--- src/rtl/step_sequencer.sv ---
// Round-robin controller that grants one of two requesters a burst of N enable
// steps on a shared machine. Optional abort is enabled with STEP_SEQ_ABORT_EN.
module step_sequencer #(
  parameter int CNT_W = 4
) (
  input  logic             CLK,
  input  logic             RST,
  input  logic             REQ0,
  input  logic             REQ1,
  input  logic [CNT_W-1:0] CNT0,
  input  logic [CNT_W-1:0] CNT1,
  input  logic             A,
  input  logic             B,
  input  logic             Q,
`ifdef STEP_SEQ_ABORT_EN
  input  logic             ABORT,
  output logic             ABORTED,
`endif
  output logic             E,
  output logic             GNT0,
  output logic             GNT1,
  output logic             BUSY,
  output logic             DONE,
  output logic [2:0]       SNAP,
  output logic [1:0]       dbg_state
);

  typedef enum logic [1:0] {
    S_IDLE = 2'd0,
    S_RUN  = 2'd1,
    S_DONE = 2'd2
  } state_t;

  state_t           state, state_nx;
  logic [CNT_W-1:0] rem, rem_nx;
  logic             gsel, gsel_nx;
  logic             pri, pri_nx;
  logic             win;
  logic [CNT_W-1:0] cnt_sel;
  logic             abort_hit;
  logic [2:0]       snap_r;

`ifdef STEP_SEQ_ABORT_EN
  logic aborted_r;
  assign abort_hit = ABORT && (state == S_RUN);

  always_ff @(posedge CLK) begin
    if (RST) aborted_r <= 1'b0;
    else     aborted_r <= abort_hit;
  end

  assign ABORTED = aborted_r && (state == S_DONE);
`else
  assign abort_hit = 1'b0;
`endif

  always_ff @(posedge CLK) begin
    if (RST) begin
      state  <= S_IDLE;
      rem    <= '0;
      gsel   <= 1'b0;
      pri    <= 1'b0;
      snap_r <= 3'b000;
    end else begin
      state <= state_nx;
      rem   <= rem_nx;
      gsel  <= gsel_nx;
      pri   <= pri_nx;
      if (state == S_DONE) snap_r <= {A, B, Q};
    end
  end

  always_comb begin
    state_nx = state;
    rem_nx   = rem;
    gsel_nx  = gsel;
    pri_nx   = pri;
    win      = 1'b0;
    cnt_sel  = '0;
    case (state)
      S_IDLE: begin
        if (REQ0 || REQ1) begin
          // pri only matters when both are asking
          win      = (REQ0 && REQ1) ? pri : REQ1;
          cnt_sel  = win ? CNT1 : CNT0;
          gsel_nx  = win;
          rem_nx   = cnt_sel;
          state_nx = (cnt_sel != '0) ? S_RUN : S_DONE;
        end
      end
      S_RUN: begin
        if (abort_hit) begin
          rem_nx   = '0;
          state_nx = S_DONE;
        end else begin
          rem_nx = rem - 1'b1;
          if (rem == {{(CNT_W-1){1'b0}}, 1'b1}) state_nx = S_DONE;
        end
      end
      S_DONE: begin
        state_nx = S_IDLE;
        pri_nx   = ~gsel;
      end
      default: state_nx = S_IDLE;
    endcase
  end

  // E is gated by RST so a reset cycle never advances the machine
  assign E         = (state == S_RUN) && !RST && !abort_hit;
  assign BUSY      = (state != S_IDLE);
  assign GNT0      = BUSY && !gsel;
  assign GNT1      = BUSY && gsel;
  assign DONE      = (state == S_DONE);
  assign SNAP      = snap_r;
  assign dbg_state = state;

endmodule

--- config.mk ---
export PLATFORM = sky130hd
export DESIGN_NAME = step_sequencer
export DESIGN_NICKNAME = d
export VERILOG_FILES = /design/src/rtl/step_sequencer.sv
export SDC_FILE = /design/constraint.sdc
export NUM_CORES = 1
export LEC_CHECK = 0
export CORE_UTILIZATION = 41
export DETAILED_ROUTE_END_ITERATION = 6
export GPL_TIMING_DRIVEN = 0
export PLACE_DENSITY = 0.76
export SYNTH_ARGS = -nofsm -noshare
export SYNTH_HDL_FRONTEND = slang
export SYNTH_SLANG_ARGS = --single-unit
--- constraint.sdc ---
create_clock -name CLK -period 1.4 [get_ports CLK]
set_input_delay 0.42 -clock CLK [delete_from_list [all_inputs] [get_ports CLK]]
set_output_delay 0.42 -clock CLK [all_outputs]
set_load 0.02 [all_outputs]
==> reports/metrics.yaml <==
status:
  outcome: "complete, but fails checks"
  violations: "negative setup slack"
global_routing:
  track_usage_pct: 22.5
  gr-total-overflow: 0
  grt_pass1_wl_um: 2410
  antenna_found_initial: 0
  grt_max_degree: 11
  grt_pass1_vias: 555
synthesis:
  yosysSeqAreaShare_pct: 34.9
  yosysWarnings: 0
  ys_async_sr_fraction_pct: 0
  ys.flop_type: "dfxtp_1"
  synth_edf_count: 0
  syn_nets: 94
  ys_ff_latch: 11
  syn_area_per_cell_um2: 8.21
  yosysTopAreaCell: "dfxtp_1"
  synthTopCellsByArea: "dfxtp_1 35%, nor2_1 7.1%, a21oi_1 4.8%"
  synth.top_cell.area_share_pct: 34.9
  synth_cells: 77
  syn-cell-area_um2: 632
  synth.distinct_cells: 32
placement:
  port_buffers: 24
  dp_slack_ns: -0.982
  post-dp-hpwl_um: 1180
  place_congestion: 0.767
floorplanning:
  die_h_um: 41.3
  boundaryPins: 25
  die_x_um: 41.3
  rows: 13
  initial_core_util_pct: 46.2
  core_area_um2: 1370
  dieArea_um2: 1700
detailed_routing:
  ant_nets: 0
  drtPass1Iterations: 4
  viasPerCell: 5.51
  wl_um: 1720
  drt_iter0_markers: 11
  routed-via-count: 683
  wire_per_inst_um: 13.8
  drc: 0
sta:
  period_share_pct: 112
  hold_viol_final: 0
  clock-skew-final_ns: 0.00363
  tightest_slew_ns: 0.263
  rsz0062_at_grt: "true"
  layout_setup_ws_ns: -0.165
  min_period_ns: 1.56
  setup_viol: 4
  whs_ns: 0.491
  clock.fmax_ghz: 0.639
  slew_viol_final: 0
  max-slew-margin-rel_pct: 82.3
worst_setup_path:
  crit_cells: 3
  path_cells: "or2b_4, nor2_4, buf_6"
  critPathRequiredTime_ns: 0.98
  cp_top_family: "flip-flops"
  cp_slowest_cell: "dfxtp_4"
  reg2reg_from: "dbg_state[0]"
  worstSetupPathType: "reg -> out"
  r2r_slack_ns: 0.08
  cp.buffers_inverters: 1
  critical_path_arrival_ns: 1.14
  rr_endpoint: "rem[0]"
  critPathMaxStageDelay_ns: 0.38
  start_kind: "register"
  setup.worst_path.end_class: "output port"
  crit_path_max_fanout: 5
  reg2reg_depth: 6
cts:
  cts_tree: "done"
  cts-hold-fix-buffers: 0
  cts_buffers: 3
  cts.sinks: 11
  clockBufferDepth: 2
  path_clk_slew_ns: 0.07
  clockRootBuffer: "clkbuf_4"
  clkLatencyLatePin_ns: 0.27
  cts.htree.levels: 1
pwr:
  switching_share_pct: 34.4
  p_seq_share_pct: 37.4
  pwr-share-clk_pct: 20.2
  p_sw_mw: 0.366
  ir_drop_mv: 0.769
  p_leak_nw: 0.497
  power.internal_mw: 0.699
  total_power_mw: 1.07
  power_frac_comb_pct: 42.4
  power.density_nw_per_um2: 1040
cells_and_area:
  fillCellCount: 103
  drive_gt1_share_pct: 30.3
  antennaDiodeCount: 0
  areaGrowthSynthToFinish_pct: 62.2
  layout_commonest_cell: "nor2_1"
  final_cell_mix: "10 x nor2_1, 9 x dfxtp_1, 7 x buf_4"
  finalNetCount: 127
hold_path:
  min_from: "SNAP[1]"
  hold_end: "SNAP[1]"
  worstHoldPathCells: 2
  hp-class: "reg -> reg"
job:
  drv_cap: 0
## Yosys cell counts, types with 2 or more instances
cell type	number
a21oi_1	6
a21boi_0	2
nor2_1	12
and3_1	4
buf_2	2
nor4_1	3
a211oi_1	3
nand2_1	2
mux2i_1	3
nor3_1	2
ha_1	2
dfxtp_1	11
inv_1	4
o21ai_0	3
## worst register-to-register path, stage by stage (launching register included)
cell and delay, ns:
dfxtp_4 0.37, buf_4 0.13, nor3_1 0.19, or2_0 0.16
buf_4 0.16, o21ai_1 0.06, nor3b_2 0.15
## routing by layer
metal | part of all wire, % | vias up | GRT usage (%)
met1 | 43 | 319 | 26.5
met5 | 0 | - | 0
li1 | - | 343 | -
met3 | 5.4 | 0 | 8.15
met2 | 52 | 21 | 41.0
met4 | 0 | 0 | 0
## power by group through the flow
stage          registers [mW]  logic [mW]  clock network (mW)
2_1_floorplan           0.407       0.232                   0
3_3_place_gp            0.401       0.383                   0
3_5_place_dp            0.403       0.386                   0
4_1_cts                 0.396       0.426               0.220
5_1_grt                 0.404       0.491               0.235
6_report                0.399       0.452               0.215
## final cells by class
cell class	count	area, um2	share of cell area [%]
sequential	11	228	22.2
tap	15	18.8	1.83
multi-input combinational	58	432	42.1
buffer	3	28.8	2.81
timing repair buffer	29	277	27.0
inverter	4	15.0	1.47
clock buffer	4	26.3	2.56
## repair_timing
item | in CTS | in global routing
pin swaps | 2 | 6
gates resized for setup | 53 | 14
endpoints found under the hold margin | 0 | 0
buffers inserted | 4 | 1
setup endpoints to repair | 16 | 12
## state kept, by name, indices dropped and copies added (netlist names)
name / cells
pri: 1
gsel: 1
SNAP: 3
dbg_state: 2
rem: 4
## cells by family after synthesis
group / count (synthesis) / share of synthesized area (%)
xor+xnor: 1 / 1.39
buf+inv: 8 / 5.34
flops: 11 / 34.9
compound gates: 21 / 23.0
fa+ha+maj: 2 / 3.96
simple gates: 30 / 25.0
mux: 4 / 6.53
## how the worst max path moves through the flow
| stage | end | from |
|---|---|---|
| after floorplan | E | dbg_state[0] |
| after global placement | E | RST |
| after detailed placement | E | RST |
| after CTS | E | dbg_state[0] |
| after global routing | E | dbg_state[0] |
| final | E | dbg_state[0] |
## through the flow
step,util [%],TNS (ns),instance area [um2],cells
finish,75.0,-0.327,1020,124
global route,75.0,-0.530,1020,124
CTS,71.6,-0.324,978,123
detailed placement,65.5,-5.57,895,116
global placement,65.5,-5.41,895,116
floorplan,-,0,636,77
Note: power is estimated with default switching activity, not from simulation.
